--- src/rtl/decode_stage_pipe_pkg.sv ---
// rtl/decode_stage_pipe_pkg.sv - shared types, opcodes and ex_ctrl bit positions for the decode stage
package decode_stage_pipe_pkg;

   localparam int LINK_REG_DEFAULT = 31;
   localparam int CTRL_W           = 11;

   localparam int CTRL_REGWRITE   = 10;
   localparam int CTRL_BRANCH     = 9;
   localparam int CTRL_MEMREAD    = 8;
   localparam int CTRL_MEMWRITE   = 7;
   localparam int CTRL_MEMTOREG   = 6;
   localparam int CTRL_JR         = 5;
   localparam int CTRL_MEM_SIGNED = 4;
   localparam int CTRL_MEMLEN_HI  = 3;
   localparam int CTRL_MEMLEN_LO  = 2;
   localparam int CTRL_LINK       = 1;
   localparam int CTRL_J          = 0;

   localparam logic [5:0] OP_RTYPE = 6'h00;
   localparam logic [5:0] OP_J     = 6'h02;
   localparam logic [5:0] OP_JAL   = 6'h03;
   localparam logic [5:0] OP_BEQ   = 6'h04;
   localparam logic [5:0] OP_BNE   = 6'h05;
   localparam logic [5:0] OP_ADDI  = 6'h08;
   localparam logic [5:0] OP_ADDIU = 6'h09;
   localparam logic [5:0] OP_ANDI  = 6'h0C;
   localparam logic [5:0] OP_ORI   = 6'h0D;
   localparam logic [5:0] OP_LB    = 6'h20;
   localparam logic [5:0] OP_LH    = 6'h21;
   localparam logic [5:0] OP_LW    = 6'h23;
   localparam logic [5:0] OP_LBU   = 6'h24;
   localparam logic [5:0] OP_LHU   = 6'h25;
   localparam logic [5:0] OP_SB    = 6'h28;
   localparam logic [5:0] OP_SH    = 6'h29;
   localparam logic [5:0] OP_SW    = 6'h2B;
   localparam logic [5:0] FUNC_JR  = 6'h08;

   typedef enum logic [1:0] {
      MEM_BYTE = 2'b00,
      MEM_HALF = 2'b01,
      MEM_WORD = 2'b10
   } mem_len_e;

   typedef struct packed {
      logic              regdst;
      logic              alusrc;
      logic              expand;
      logic [CTRL_W-1:0] ctrl;
   } dec_t;

   function automatic int ra_width(input int count);
      return (count > 1) ? $clog2(count) : 1;
   endfunction

   function automatic logic [1:0] mem_len_of(input logic [5:0] op);
      case (op)
         OP_LH, OP_LHU, OP_SH: return MEM_HALF;
         OP_LW, OP_SW:         return MEM_WORD;
         default:              return MEM_BYTE;
      endcase
   endfunction

endpackage

--- src/rtl/decode_stage_pipe_if.sv ---
// rtl/decode_stage_pipe_if.sv - instruction, writeback and ID/EX handshake bundle of the decode stage
interface decode_stage_pipe_if #(
   parameter int XLEN      = 32,
   parameter int REG_COUNT = 32
);
   localparam int RA = decode_stage_pipe_pkg::ra_width(REG_COUNT);
   localparam int CW = decode_stage_pipe_pkg::CTRL_W;

   logic            id_valid;
   logic            id_ready;
   logic [5:0]      op;
   logic [5:0]      func;
   logic [RA-1:0]   rs;
   logic [RA-1:0]   rt;
   logic [RA-1:0]   rd;
   logic [15:0]     imm;
   logic            wb_en;
   logic [RA-1:0]   wb_addr;
   logic [XLEN-1:0] wb_data;
   logic            flush;
   logic            ex_ready;
   logic            ex_valid;
   logic [XLEN-1:0] ex_alu_data_1;
   logic [XLEN-1:0] ex_alu_data_2;
   logic [XLEN-1:0] ex_reg_data_2;
   logic [XLEN-1:0] ex_expand_imm;
   logic [RA-1:0]   ex_rw;
   logic [CW-1:0]   ex_ctrl;

   modport master (
      output id_valid, op, func, rs, rt, rd, imm,
      output wb_en, wb_addr, wb_data, flush, ex_ready,
      input  id_ready, ex_valid, ex_alu_data_1, ex_alu_data_2,
      input  ex_reg_data_2, ex_expand_imm, ex_rw, ex_ctrl
   );

   modport slave (
      input  id_valid, op, func, rs, rt, rd, imm,
      input  wb_en, wb_addr, wb_data, flush, ex_ready,
      output id_ready, ex_valid, ex_alu_data_1, ex_alu_data_2,
      output ex_reg_data_2, ex_expand_imm, ex_rw, ex_ctrl
   );

endinterface

--- src/rtl/controller.sv ---
// rtl/controller.sv - opcode/function decode into datapath selects and ex_ctrl bits
module controller
   import decode_stage_pipe_pkg::*;
(
   input  logic [5:0] op,
   input  logic [5:0] func,
   output dec_t       dec
);

   always_comb begin
      dec = '0;
      case (op)
         OP_RTYPE: begin
            if (func == FUNC_JR) begin
               dec.ctrl[CTRL_JR] = 1'b1;
            end else begin
               dec.regdst              = 1'b1;
               dec.ctrl[CTRL_REGWRITE] = 1'b1;
            end
         end
         OP_J: begin
            dec.ctrl[CTRL_J] = 1'b1;
         end
         OP_JAL: begin
            dec.ctrl[CTRL_REGWRITE] = 1'b1;
            dec.ctrl[CTRL_LINK]     = 1'b1;
            dec.ctrl[CTRL_J]        = 1'b1;
         end
         OP_BEQ, OP_BNE: begin
            dec.expand            = 1'b1;
            dec.ctrl[CTRL_BRANCH] = 1'b1;
         end
         OP_ADDI, OP_ADDIU: begin
            dec.alusrc              = 1'b1;
            dec.expand              = 1'b1;
            dec.ctrl[CTRL_REGWRITE] = 1'b1;
         end
         // logical immediates are zero-extended
         OP_ANDI, OP_ORI: begin
            dec.alusrc              = 1'b1;
            dec.ctrl[CTRL_REGWRITE] = 1'b1;
         end
         OP_LB, OP_LH, OP_LW, OP_LBU, OP_LHU: begin
            dec.alusrc                                = 1'b1;
            dec.expand                                = 1'b1;
            dec.ctrl[CTRL_REGWRITE]                   = 1'b1;
            dec.ctrl[CTRL_MEMREAD]                    = 1'b1;
            dec.ctrl[CTRL_MEMTOREG]                   = 1'b1;
            dec.ctrl[CTRL_MEM_SIGNED]                 = (op == OP_LB) || (op == OP_LH) || (op == OP_LW);
            dec.ctrl[CTRL_MEMLEN_HI:CTRL_MEMLEN_LO]   = mem_len_of(op);
         end
         OP_SB, OP_SH, OP_SW: begin
            dec.alusrc                              = 1'b1;
            dec.expand                              = 1'b1;
            dec.ctrl[CTRL_MEMWRITE]                 = 1'b1;
            dec.ctrl[CTRL_MEMLEN_HI:CTRL_MEMLEN_LO] = mem_len_of(op);
         end
         default: begin
         end
      endcase
   end

endmodule

--- src/rtl/regfile_bypass.sv ---
// rtl/regfile_bypass.sv - 2R1W register file, r0 hardwired to zero, write-first read bypass
module regfile_bypass #(
   parameter int XLEN      = 32,
   parameter int REG_COUNT = 32,
   parameter int RA        = 5
)(
   input  logic            clock,
   input  logic            reset,
   input  logic [RA-1:0]   ra_1,
   input  logic [RA-1:0]   ra_2,
   output logic [XLEN-1:0] rd_1,
   output logic [XLEN-1:0] rd_2,
   input  logic            we,
   input  logic [RA-1:0]   wa,
   input  logic [XLEN-1:0] wd
);

   logic [XLEN-1:0] regs [REG_COUNT];
   logic [RA-1:0]   ra   [2];
   logic [XLEN-1:0] rdat [2];

   assign ra[0] = ra_1;
   assign ra[1] = ra_2;
   assign rd_1  = rdat[0];
   assign rd_2  = rdat[1];

   // a write landing this cycle is visible to a same-cycle read
   always_comb begin
      for (int p = 0; p < 2; p++) begin
         rdat[p] = '0;
         if (ra[p] == '0) begin
            rdat[p] = '0;
         end else if (we && (wa == ra[p])) begin
            rdat[p] = wd;
         end else if (int'(ra[p]) < REG_COUNT) begin
            rdat[p] = regs[ra[p]];
         end
      end
   end

   always_ff @(posedge clock) begin
      if (!reset) begin
         for (int i = 0; i < REG_COUNT; i++) begin
            regs[i] <= '0;
         end
      end else if (we && (wa != '0)) begin
         regs[wa] <= wd;
      end
   end

endmodule

--- src/rtl/decode_stage_pipe.sv ---
// rtl/decode_stage_pipe.sv - pipelined decode stage: operand read, control decode, immediate extend, ID/EX register
module decode_stage_pipe
   import decode_stage_pipe_pkg::*;
#(
   parameter int XLEN      = 32,
   parameter int REG_COUNT = 32,
   parameter int LINK_REG  = LINK_REG_DEFAULT
)(
   input  logic              clock,
   input  logic              reset,
   decode_stage_pipe_if.slave bus
);

   localparam int            RA        = ra_width(REG_COUNT);
   localparam logic [RA-1:0] LINK_ADDR = RA'(LINK_REG);

   dec_t              dec;
   logic [XLEN-1:0]   rs_data;
   logic [XLEN-1:0]   rt_data;
   logic [XLEN-1:0]   expand_imm;
   logic [XLEN-1:0]   alu_data_2;
   logic [RA-1:0]     rw;
   logic [CTRL_W-1:0] ctrl;
   logic              advance;
   logic              hz;
   logic              accept;

   logic              ex_valid_q;
   logic [XLEN-1:0]   ex_alu_data_1_q;
   logic [XLEN-1:0]   ex_alu_data_2_q;
   logic [XLEN-1:0]   ex_reg_data_2_q;
   logic [XLEN-1:0]   ex_expand_imm_q;
   logic [RA-1:0]     ex_rw_q;
   logic [CTRL_W-1:0] ex_ctrl_q;

   controller u_ctrl (
      .op   (bus.op),
      .func (bus.func),
      .dec  (dec)
   );

   regfile_bypass #(
      .XLEN      (XLEN),
      .REG_COUNT (REG_COUNT),
      .RA        (RA)
   ) u_rf (
      .clock (clock),
      .reset (reset),
      .ra_1  (bus.rs),
      .ra_2  (bus.rt),
      .rd_1  (rs_data),
      .rd_2  (rt_data),
      .we    (bus.wb_en),
      .wa    (bus.wb_addr),
      .wd    (bus.wb_data)
   );

   assign rw         = dec.regdst ? bus.rd : (dec.ctrl[CTRL_LINK] ? LINK_ADDR : bus.rt);
   assign expand_imm = dec.expand ? {{(XLEN-16){bus.imm[15]}}, bus.imm}
                                  : {{(XLEN-16){1'b0}}, bus.imm};
   assign alu_data_2 = dec.alusrc ? expand_imm : rt_data;

   always_comb begin
      ctrl = dec.ctrl;
      if (rw == '0) begin
         ctrl[CTRL_REGWRITE] = 1'b0;
      end
   end

   // rt is compared even for instructions that do not read it
   assign hz = ex_valid_q && ex_ctrl_q[CTRL_MEMREAD] && (ex_rw_q != '0) &&
               ((ex_rw_q == bus.rs) || (ex_rw_q == bus.rt));

   assign advance      = !ex_valid_q || bus.ex_ready;
   assign bus.id_ready = reset && (bus.flush || (advance && !hz));
   assign accept       = bus.id_valid && bus.id_ready && !bus.flush;

   always_ff @(posedge clock) begin
      if (!reset) begin
         ex_valid_q      <= 1'b0;
         ex_alu_data_1_q <= '0;
         ex_alu_data_2_q <= '0;
         ex_reg_data_2_q <= '0;
         ex_expand_imm_q <= '0;
         ex_rw_q         <= '0;
         ex_ctrl_q       <= '0;
      end else if (bus.flush) begin
         ex_valid_q <= 1'b0;
         ex_ctrl_q  <= '0;
      end else if (advance) begin
         if (accept) begin
            ex_valid_q      <= 1'b1;
            ex_alu_data_1_q <= rs_data;
            ex_alu_data_2_q <= alu_data_2;
            ex_reg_data_2_q <= rt_data;
            ex_expand_imm_q <= expand_imm;
            ex_rw_q         <= rw;
            ex_ctrl_q       <= ctrl;
         end else begin
            // bubble: controls cleared, data fields left as they were
            ex_valid_q <= 1'b0;
            ex_ctrl_q  <= '0;
         end
      end
   end

   assign bus.ex_valid      = ex_valid_q;
   assign bus.ex_alu_data_1 = ex_alu_data_1_q;
   assign bus.ex_alu_data_2 = ex_alu_data_2_q;
   assign bus.ex_reg_data_2 = ex_reg_data_2_q;
   assign bus.ex_expand_imm = ex_expand_imm_q;
   assign bus.ex_rw         = ex_rw_q;
   assign bus.ex_ctrl       = ex_ctrl_q;

endmodule

--- src/flat_wrapper.sv ---
// flat-port wrapper written by rule: the top's interface ports become plain ports
module decode_stage_pipe_flat import decode_stage_pipe_pkg::*;
#(
   parameter int XLEN      = 32,
   parameter int REG_COUNT = 32,
   parameter int LINK_REG  = LINK_REG_DEFAULT
)
  (clock, reset, bus_id_valid, bus_op, bus_func, bus_rs, bus_rt, bus_rd, bus_imm, bus_wb_en, bus_wb_addr, bus_wb_data, bus_flush, bus_ex_ready, bus_id_ready, bus_ex_valid, bus_ex_alu_data_1, bus_ex_alu_data_2, bus_ex_reg_data_2, bus_ex_expand_imm, bus_ex_rw, bus_ex_ctrl);
  decode_stage_pipe_if #(.XLEN(XLEN), .REG_COUNT(REG_COUNT)) bus_i ();
  input  logic clock;
  input  logic reset;
  input wire logic [$bits(bus_i.id_valid)-1:0] bus_id_valid;
  input wire logic [$bits(bus_i.op)-1:0] bus_op;
  input wire logic [$bits(bus_i.func)-1:0] bus_func;
  input wire logic [$bits(bus_i.rs)-1:0] bus_rs;
  input wire logic [$bits(bus_i.rt)-1:0] bus_rt;
  input wire logic [$bits(bus_i.rd)-1:0] bus_rd;
  input wire logic [$bits(bus_i.imm)-1:0] bus_imm;
  input wire logic [$bits(bus_i.wb_en)-1:0] bus_wb_en;
  input wire logic [$bits(bus_i.wb_addr)-1:0] bus_wb_addr;
  input wire logic [$bits(bus_i.wb_data)-1:0] bus_wb_data;
  input wire logic [$bits(bus_i.flush)-1:0] bus_flush;
  input wire logic [$bits(bus_i.ex_ready)-1:0] bus_ex_ready;
  output wire logic [$bits(bus_i.id_ready)-1:0] bus_id_ready;
  output wire logic [$bits(bus_i.ex_valid)-1:0] bus_ex_valid;
  output wire logic [$bits(bus_i.ex_alu_data_1)-1:0] bus_ex_alu_data_1;
  output wire logic [$bits(bus_i.ex_alu_data_2)-1:0] bus_ex_alu_data_2;
  output wire logic [$bits(bus_i.ex_reg_data_2)-1:0] bus_ex_reg_data_2;
  output wire logic [$bits(bus_i.ex_expand_imm)-1:0] bus_ex_expand_imm;
  output wire logic [$bits(bus_i.ex_rw)-1:0] bus_ex_rw;
  output wire logic [$bits(bus_i.ex_ctrl)-1:0] bus_ex_ctrl;
  assign bus_i.id_valid = bus_id_valid;
  assign bus_i.op = bus_op;
  assign bus_i.func = bus_func;
  assign bus_i.rs = bus_rs;
  assign bus_i.rt = bus_rt;
  assign bus_i.rd = bus_rd;
  assign bus_i.imm = bus_imm;
  assign bus_i.wb_en = bus_wb_en;
  assign bus_i.wb_addr = bus_wb_addr;
  assign bus_i.wb_data = bus_wb_data;
  assign bus_i.flush = bus_flush;
  assign bus_i.ex_ready = bus_ex_ready;
  assign bus_id_ready = bus_i.id_ready;
  assign bus_ex_valid = bus_i.ex_valid;
  assign bus_ex_alu_data_1 = bus_i.ex_alu_data_1;
  assign bus_ex_alu_data_2 = bus_i.ex_alu_data_2;
  assign bus_ex_reg_data_2 = bus_i.ex_reg_data_2;
  assign bus_ex_expand_imm = bus_i.ex_expand_imm;
  assign bus_ex_rw = bus_i.ex_rw;
  assign bus_ex_ctrl = bus_i.ex_ctrl;
  decode_stage_pipe #(.XLEN(XLEN), .REG_COUNT(REG_COUNT), .LINK_REG(LINK_REG)) u_core (.clock(clock), .reset(reset), .bus(bus_i));
endmodule
--- config.mk ---
export PLATFORM = sky130hd
export DESIGN_NAME = decode_stage_pipe_flat
export DESIGN_NICKNAME = d
export VERILOG_FILES = /design/src/rtl/decode_stage_pipe_pkg.sv /design/src/rtl/decode_stage_pipe_if.sv /design/src/rtl/controller.sv /design/src/rtl/regfile_bypass.sv /design/src/rtl/decode_stage_pipe.sv /design/src/flat_wrapper.sv
export SDC_FILE = /design/constraint.sdc
export NUM_CORES = 2
export LEC_CHECK = 0
export CELL_PAD_IN_SITES_DETAIL_PLACEMENT = 1
export CELL_PAD_IN_SITES_GLOBAL_PLACEMENT = 2
export CORE_MARGIN = 3
export CORE_UTILIZATION = 30
export CTS_BUF_LIST = sky130_fd_sc_hd__clkbuf_16
export DETAILED_ROUTE_END_ITERATION = 12
export PLACE_DENSITY = 0.6
export SYNTH_ARGS = -nofsm -noshare
export SYNTH_HDL_FRONTEND = slang
export SYNTH_SLANG_ARGS = --single-unit
--- constraint.sdc ---
create_clock -name clock -period 11.1 [get_ports clock]
set_input_delay 1.665 -clock clock [delete_from_list [all_inputs] [get_ports clock]]
set_output_delay 1.665 -clock clock [all_outputs]
set_load 0.03 [all_outputs]
==> tab_implementation.tex <==
\begin{tabular}{lr}
\hline
Metric & Value \\
\hline
\multicolumn{2}{l}{\textbf{Yosys}} \\
\quad Warnings, synthesis & 0 \\
\quad Area share of the largest cell type after synthesis & 52.0\% \\
\quad Dominant synthesized flop cell & sky130\_fd\_sc\_hd\_\_edfxtp\_1 \\
\quad Cell area after synthesis & 0.0591 mm\^{}2 \\
\quad List of most frequent post-synthesis cells & 1033 x sky130\_fd\_sc\_hd\_\_nor3\_1, 1024 x sky130\_fd\_sc\_hd\_\_edfxtp\_1, 429 x sky130\_fd\_sc\_hd\_\_clkbuf\_1 \\
\quad Synthesized netlist cell count & between 4000 and 5000 \\
\quad Cell taking the most area after synthesis & sky130\_fd\_sc\_hd\_\_edfxtp\_1 \\
\quad Ys async rst share & 0\% \\
\quad Count of distinct cell types in the synthesized netlist & a little under 80 \\
\quad Top cells by area, synth & sky130\_fd\_sc\_hd\_\_edfxtp\_1 52\%, sky130\_fd\_sc\_hd\_\_mux4\_2 16\%, sky130\_fd\_sc\_hd\_\_nor3\_1 8.7\%, sky130\_fd\_sc\_hd\_\_dfxtp\_1 4.4\%, sky130\_fd\_sc\_hd\_\_mux2\_2 3.3\% \\
\quad Register bit count reported by yosys & 1153 \\
\quad Most frequently used cell type in the post-synthesis netlist & sky130\_fd\_sc\_hd\_\_nor3\_1 \\
\quad Post-synth EDFFs & 1024 \\
\quad Per-instance average area after synthesis & between 10 and 15 um\^{}2 \\
\quad Post-synthesis sequential area ratio & 56.4\% \\
\multicolumn{2}{l}{\textbf{Timing}} \\
\quad Count of final max-slew check failures & 0 \\
\quad TNS Setup & 0 ps \\
\quad RSZ-0062 raised after global routing & false \\
\quad Max\_slew headroom & 4.38\% \\
\quad Period minus WS final & 6060 ps \\
\quad Number of failing hold endpoints at the final stage & 0 \\
\quad Setup clock skew after layout & roughly 25 ps \\
\quad Final worst hold slack & 435 ps \\
\quad Transition at the pin with the smallest max-transition slack & 1420 ps \\
\quad Final clock period utilization by the worst path & 54.6\% \\
\quad \# setup viols final & 0 \\
\quad Smallest setup slack after layout & about 5000 ps \\
\quad Achievable clock frequency & between 150 and 200 MHz \\
\multicolumn{2}{l}{\textbf{Place}} \\
\quad Port Buffer Count & about 230 \\
\quad Placement Setup Slack & 5060 ps \\
\quad Count of placed standard cells including taps & just under 7000 \\
\quad DP Wirelength & 149000 um \\
\quad Placer's final routability congestion estimate & 0.797 \\
\multicolumn{2}{l}{\textbf{Min path}} \\
\quad Classification of the worst-slack hold path & flip-flop to flip-flop \\
\quad Hold worst-path end & u\_core.bus.ex\_ctrl[4]\$\_SDFFE\_PP0P\_ \\
\quad Hold path cells & 2 \\
\quad Hold Crit Start & u\_core.bus.ex\_ctrl[4]\$\_SDFFE\_PP0P\_ \\
\multicolumn{2}{l}{\textbf{Floorplan}} \\
\quad IO Count & 232 \\
\quad DIE HEIGHT & 450 um \\
\quad Die ar. & slightly above 0.2 mm\^{}2 \\
\quad Starting Density & a little under a third \\
\quad Core footprint & slightly below 0.2 mm\^{}2 \\
\quad Die extent in x & 450 um \\
\quad Row Count & approximately 160 \\
\multicolumn{2}{l}{\textbf{Detailed routing}} \\
\quad Topmost layer with routed signal wires & met5 \\
\quad Total routed wirelength & 256000 um \\
\quad Number of DRC violations after detailed routing & 0 \\
\quad Vias post-DR & about 43000 \\
\quad Antenna viol nets, final & 0 \\
\quad Average wire per cell in the routed design & 36.1 um \\
\quad Total met3 wirelength after detailed routing & approximately 20000 um \\
\quad Count of TritonRoute iterations in the first routing pass & 5 \\
\quad Vias per inst & 6.13 \\
\quad M1 wire length & between 100000 and 150000 um \\
\quad DR iter-0 viols & 5062 \\
\quad Routed met2 length & roughly 120000 um \\
\multicolumn{2}{l}{\textbf{Cells and area}} \\
\quad Final core utilization & about a third \\
\quad Post-route insts no fill & between 7000 and 8000 \\
\quad Relative area change from synthesis to final layout & 15.6\% \\
\quad Share of final-layout standard cells stronger than drive strength 1 & 22.8\% \\
\quad Fin nets & 4433 \\
\multicolumn{2}{l}{\textbf{Setup path}} \\
\quad Critical Path RT & 9440 ps \\
\quad Number of cells on the worst reg-to-reg path & 7 \\
\quad CP Buf/Inv Count & 2 \\
\quad Crit path arrival time & roughly 4400 ps \\
\quad Startpoint of the worst-slack reg-to-reg timing path & u\_core.bus.ex\_rw[3]\$\_SDFFE\_PN0P\_ \\
\quad Top Family by Delay on Critical Path & buffers and inverters \\
\quad Maximum fanout encountered on the critical timing path & 9 \\
\quad Largest stage delay, worst path & 1090 ps \\
\quad Chain of cells forming the critical path & clkdlybuf4s50\_1, xnor2\_1, nand3\_1, o22ai\_1, nand2\_1, nand2\_1, a31oi\_1, clkdlybuf4s50\_1 \\
\quad Worst Setup End Kind & output port \\
\quad Worst reg2reg endpoint & u\_core.bus.ex\_alu\_data\_2[24]\$\_SDFFE\_PN0P\_ \\
\quad Startpoint types & input port \\
\quad Critical path type & input port to output port \\
\quad Slowest CP cell & sky130\_fd\_sc\_hd\_\_clkdlybuf4s50\_1 \\
\quad Setup slack on the worst flop-to-flop path & 8060 ps \\
\multicolumn{2}{l}{\textbf{Flow run}} \\
\quad MaxCap Viol Count & 0 \\
\multicolumn{2}{l}{\textbf{Clocking}} \\
\quad Clock root cell & sky130\_fd\_sc\_hd\_\_clkbuf\_16 \\
\quad Post-cts resize count & 0 \\
\quad CTS HTree Levels & 4 \\
\quad CTS tree & yes \\
\quad Post-cts hold buffer count & 0 \\
\quad Clock-pin transition on the worst setup and hold timing paths & 60 ps \\
\quad Sinks on the clock net & between 1000 and 1500 \\
\quad Count of buffers added by post-CTS timing repair for setup & 0 \\
\quad TritonCTS Buffers & 136 \\
\quad Buffer levels on the longest clock path & 3 \\
\quad Clk\_lat worst skew & approximately 790 ps \\
\multicolumn{2}{l}{\textbf{Status}} \\
\quad Outcome & finished clean \\
\multicolumn{2}{l}{\textbf{GRT}} \\
\quad Initial antenna violation count & 14 \\
\quad Number of global-route vias before repair & 43956 \\
\quad Pin count of the biggest net entering global routing & 107 \\
\quad GRT Util Overall & 24.8\% \\
\quad Global-route wire length before repair & 360000 um \\
\quad Overall overflow remaining after global route & 0 \\
\multicolumn{2}{l}{\textbf{Power}} \\
\quad Static power due to leakage & 20.9 nW \\
\quad Total power per unit cell area & 161 mW/mm\^{}2 \\
\quad Worst vdd ir & 0.000153 V \\
\hline
\end{tabular}
-- cell type report --
type,instances,area [um^2]
Fill cell,20393,127000
Sequential cell,1153,33300
Multi-Input combinational cell,2631,23700
Clock buffer,143,3580
Timing Repair Buffer,383,3540
Tap cell,2624,3280
Clock inverter,110,644
Inverter,42,159
Antenna cell,5,12.5
-- power breakdown --
part	internal [W]	switching, W
logic	0.000537	0.000971
clock network	0.00244	0.00194
registers	0.00496	0.000139
total	0.00794	0.00305
-- metal layers --
layer  vias up  global-route usage, %
met5         -                  0.450
met2      2113                   39.7
met4         2                   6.56
li1      17480                      -
met1     23530                   34.6
met3       354                   4.49
-- state kept, by name, summed over array words and instances (netlist names) --
register	cells
u_core.bus.ex_alu_data_1	32
u_core.bus.ex_alu_data_2	32
u_core.bus.ex_ctrl	10
u_core.bus.ex_expand_imm	17
u_core.bus.ex_reg_data_2	32
u_core.bus.ex_rw	5
u_core.bus.ex_valid	1
u_core.u_rf.regs	1024
-- cell families after synthesis --
family | after synthesis | share of synthesized area, %
other | 1 | 0.00635
XOR/XNOR | 21 | 0.311
AND/OR/NAND/NOR | 1367 | 11.4
flip-flops | 1153 | 56.4
AO/OA/AOI/OAI | 514 | 6.16
buffers and inverters | 622 | 4.47
multiplexers | 697 | 21.2
-- cells in the final DEF (no fill, tap or decap), types with 6 or more instances in the layout --
cell type / count
sky130_fd_sc_hd__conb_1: 32
sky130_fd_sc_hd__o21ai_0: 53
sky130_fd_sc_hd__mux2i_1: 96
sky130_fd_sc_hd__o2111ai_1: 7
sky130_fd_sc_hd__clkinv_1: 31
sky130_fd_sc_hd__nand3_1: 46
sky130_fd_sc_hd__o21ai_4: 32
sky130_fd_sc_hd__clkbuf_16: 143
sky130_fd_sc_hd__o311ai_0: 6
sky130_fd_sc_hd__buf_4: 148
sky130_fd_sc_hd__o31ai_1: 11
sky130_fd_sc_hd__xnor2_1: 16
sky130_fd_sc_hd__a32o_1: 21
sky130_fd_sc_hd__clkdlybuf4s50_1: 224
sky130_fd_sc_hd__a221oi_1: 46
sky130_fd_sc_hd__nor4_2: 6
sky130_fd_sc_hd__inv_1: 73
sky130_fd_sc_hd__dfxtp_1: 129
sky130_fd_sc_hd__a211oi_1: 53
sky130_fd_sc_hd__nand2_1: 135
sky130_fd_sc_hd__a2111oi_0: 17
sky130_fd_sc_hd__nor2_1: 56
sky130_fd_sc_hd__nor2b_1: 25
sky130_fd_sc_hd__mux2_2: 174
sky130_fd_sc_hd__edfxtp_1: 1024
sky130_fd_sc_hd__clkinv_2: 28
sky130_fd_sc_hd__nor4_1: 6
sky130_fd_sc_hd__mux4_2: 427
sky130_fd_sc_hd__nand4_1: 13
sky130_fd_sc_hd__inv_6: 8
sky130_fd_sc_hd__o22ai_1: 116
sky130_fd_sc_hd__a22oi_1: 28
sky130_fd_sc_hd__a21oi_1: 39
sky130_fd_sc_hd__nor3_1: 1033
sky130_fd_sc_hd__a21o_1: 15
sky130_fd_sc_hd__o221ai_1: 31
-- stage by stage --
stage               power, W  instance area, um^2
floorplan            0.00601                59200
global placement     0.00667                64000
detailed placement   0.00668                64000
CTS                   0.0110                68300
global route          0.0113                68300
finish                0.0110                68300
-- worst reg2reg max path: cells and delay by family, from the launching register on --
family | cells | cell delay (ps)
flops | 1 | 480
simple gates | 2 | 350
compound gates | 3 | 1050
xor+xnor | 1 | 160
buf+inv | 1 | 920
-- worst max path at each step --
| stage | start | end | slack [ps] | cells after the start |
|---|---|---|---|---|
| 3_3_place_gp | bus_rs[3] | bus_id_ready | 5040 | 8 |
| 5_1_grt | bus_rs[3] | bus_id_ready | 4950 | 8 |
| 6_report | bus_rs[3] | bus_id_ready | 5040 | 8 |
| 2_1_floorplan | bus_wb_addr[2] | u_core.u_rf.regs[16][0]$_SDFFCE_PN0P_ | 5600 | 6 |
| 3_5_place_dp | bus_rs[3] | bus_id_ready | 5060 | 8 |
| 4_1_cts | bus_rs[3] | bus_id_ready | 5060 | 8 |
(Power assumes the default switching activity.)
==> patch, RTL diff (same settings) <==
`REG_COUNT` is set to 32 in 4 places; all go to 16.
--- a/src/rtl/decode_stage_pipe_if.sv
+++ b/src/rtl/decode_stage_pipe_if.sv
@@ -1,7 +1,7 @@
 // rtl/decode_stage_pipe_if.sv - instruction, writeback and ID/EX handshake bundle of the decode stage
 interface decode_stage_pipe_if #(
    parameter int XLEN      = 32,
-   parameter int REG_COUNT = 32
+   parameter int REG_COUNT = 16
 );
    localparam int RA = decode_stage_pipe_pkg::ra_width(REG_COUNT);
    localparam int CW = decode_stage_pipe_pkg::CTRL_W;
--- a/src/rtl/regfile_bypass.sv
+++ b/src/rtl/regfile_bypass.sv
@@ -1,7 +1,7 @@
 // rtl/regfile_bypass.sv - 2R1W register file, r0 hardwired to zero, write-first read bypass
 module regfile_bypass #(
    parameter int XLEN      = 32,
-   parameter int REG_COUNT = 32,
+   parameter int REG_COUNT = 16,
    parameter int RA        = 5
 )(
    input  logic            clock,
--- a/src/rtl/decode_stage_pipe.sv
+++ b/src/rtl/decode_stage_pipe.sv
@@ -3,7 +3,7 @@
    import decode_stage_pipe_pkg::*;
 #(
    parameter int XLEN      = 32,
-   parameter int REG_COUNT = 32,
+   parameter int REG_COUNT = 16,
    parameter int LINK_REG  = LINK_REG_DEFAULT
 )(
    input  logic              clock,
--- a/src/flat_wrapper.sv
+++ b/src/flat_wrapper.sv
@@ -2,7 +2,7 @@
 module decode_stage_pipe_flat import decode_stage_pipe_pkg::*;
 #(
    parameter int XLEN      = 32,
-   parameter int REG_COUNT = 32,
+   parameter int REG_COUNT = 16,
    parameter int LINK_REG  = LINK_REG_DEFAULT
 )
   (clock, reset, bus_id_valid, bus_op, bus_func, bus_rs, bus_rt, bus_rd, bus_imm, bus_wb_en, bus_wb_addr, bus_wb_data, bus_flush, bus_ex_ready, bus_id_ready, bus_ex_valid, bus_ex_alu_data_1, bus_ex_alu_data_2, bus_ex_reg_data_2, bus_ex_expand_imm, bus_ex_rw, bus_ex_ctrl);
Ports: changed (5 resized); port bits go from 232 to 227. The function was not compared with the original's and may differ.
==> patch against the unedited design <==
  * Register-to-register slack got worse by 0.09 ns
  * Sequential power fell by 45%
  * Power is 45% lower
  * Sequential cell count down 513
  * Wire length down 50%
  * Design area is 44% lower
  * Largest power group unchanged
  * Critical path depth fell by 2
  * Synthesized area is 45% lower
  * Final cell count shrank 44%
  * Critical endpoint unchanged
  * Worst hold slack better by 0.019 ns
  * Count of clock-buffer cells in the layout shrank 65
  * Setup slack better by 0.49 ns
==> patch: results (changes against the unedited design) <==
stage,metric,value,unit,change
cts,insertion_delay,0.63,ns,-0.16 ns
power,leakage,13.3,nW,-37%
placed_design,placed_area,36000,sq um,-44%
worst_hold_path,holdPathEnd,u_core.bus.ex_expand_imm[9],,
setup_path,r2r_slack,7.97,ns,-0.09 ns
setup_path,critPathMaxFanout,53,,+44
final_layout,num-nets-final,2587,,-42%
route,num_vias,22200,,-49%
power,ir_worst_vdd,0.105,mV,-32%
outcome,status,finished clean,,
setup_path,critical_path.max_stage_delay,0.71,ns,-0.38 ns
synth,synthArstFlopShare,0,%,unchanged
route,avgRoutedWirePerCell,32.0,microns,-11%
final_layout,largest_reg_flops,512,,-50%
cts,cts_resized,0,,unchanged
power,power_frac_seq,46.8,%,+0.4 points
sta,slew-limit-headroom,23.5,%,+19 points
worst_hold_path,hp-start,u_core.bus.ex_expand_imm[9],,
synth,ys.flop_type,edfxtp_1,,
cts,cts-root-buf,clkbuf_16,,
setup_path,timing.rr.end,u_core.bus.ex_reg_data_2[22],,
cts,cts-buffers-inserted,74,,-46%
synth,ys_top_cells_by_area,"edfxtp_1, mux4_2, and2_1",,
synth,synth_common_cells,"edfxtp_1, and2_1, mux4_2",,
cts,clk_pin_slew,0.06,ns,about the same
power,comb-power,0.803,mW,-47%
power,swShare,26.4,%,-1.4 points
route,dr.pass1.iters,7,,+2
grt,grt_pass1_wl,180000,microns,-50%
final_layout,largest-register,u_core.u_rf.regs,,
placed_design,numPortBuffers,226,,-2.2%
setup_path,cp.arrival,3.91,ns,-0.48 ns
grt,first_global_vias,23300,,-47%
route,drt_iter0_drc,2043,,-60%
synth,ys_seq_area_share,55.0,%,-1.4 points
cts,htreeDepth,3,,-1
placed_design,gp_congestion,0.759,,-4.8%
synth,ys_types,59,,-23%
synth,synth_edf_count,512,,-50%
grt,grt_max_degree,68,,-36%
final_layout,layout-drive-gt1-share,18.2,%,-4.7 points
placed_design,place_hpwl,71800,microns,-52%
grt,track_usage,22.4,%,-2.4 points
sta,finClkSkew,0.0144,ns,-0.0103 ns
setup_path,rr_worst_depth,6,,-1
setup_path,r2r-start,u_core.bus.ex_rw[3],,
setup_path,worst_path_max_delay_cell,clkdlybuf4s50_1,,
==> patch: routing by layer <==
| metal | global-route usage [%] | share of wire [%] | up-vias | wire (microns) |
|---|---|---|---|---|
| li1 | - | - | 9234 | - |
| met1 | 31.2 | 44 | 11900 | 55300 |
| met5 | 0 | 0.010 | - | 13 |
| met4 | 5.14 | 1.8 | 2 | 2300 |
| met2 | 36.4 | 47 | 950 | 59600 |
| met3 | 3.82 | 7.7 | 129 | 9830 |
==> patch: layout make-up <==
type                       instances  area, sq um
multi-input combinational       1504        13700
fill                           11100        69000
inverter                           8         30.0
sequential                       640        17900
timing repair buffer             277         2650
antenna                            6         15.0
clock buffer                      78         1950
clock inverter                    56          369
tap                             1403         1760
==> patch: worst max path at each step <==
stage	startpoint	end	slack [ns]	cells after the start
after detailed placement	bus_rt[1]	u_core.bus.ex_alu_data_2[14]	5.39	9
after floorplan	reset	bus_id_ready	5.90	3
final	reset	bus_id_ready	5.53	6
after CTS	reset	bus_id_ready	5.51	6
after global routing	reset	bus_id_ready	5.34	6
after global placement	bus_rt[1]	u_core.bus.ex_alu_data_2[14]	5.42	9
==> patch: through the flow <==
step                setup slack [ns]  instances  power [mW]  hold slack [ns]  utilization (%)
global placement                5.42       3832        3.66            0.442             33.6
detailed placement              5.39       3832        3.67            0.449             33.6
finish                          5.53       3972        6.03            0.454             35.8
floorplan                       5.90       2391        3.33            0.571                -
global route                    5.34       3966        6.23            0.482             35.7
CTS                             5.51       3966        6.08            0.460             35.7
==> patch: cells by family after synthesis <==
group | Yosys count | synth area share [%]
AO/OA/AOI/OAI | 287 | 6.44
other | 1 | 0.0115
flip-flops | 640 | 55.0
AND/OR/NAND/NOR | 865 | 14.9
multiplexers | 304 | 19.2
buffers and inverters | 247 | 4.03
XOR/XNOR | 16 | 0.430
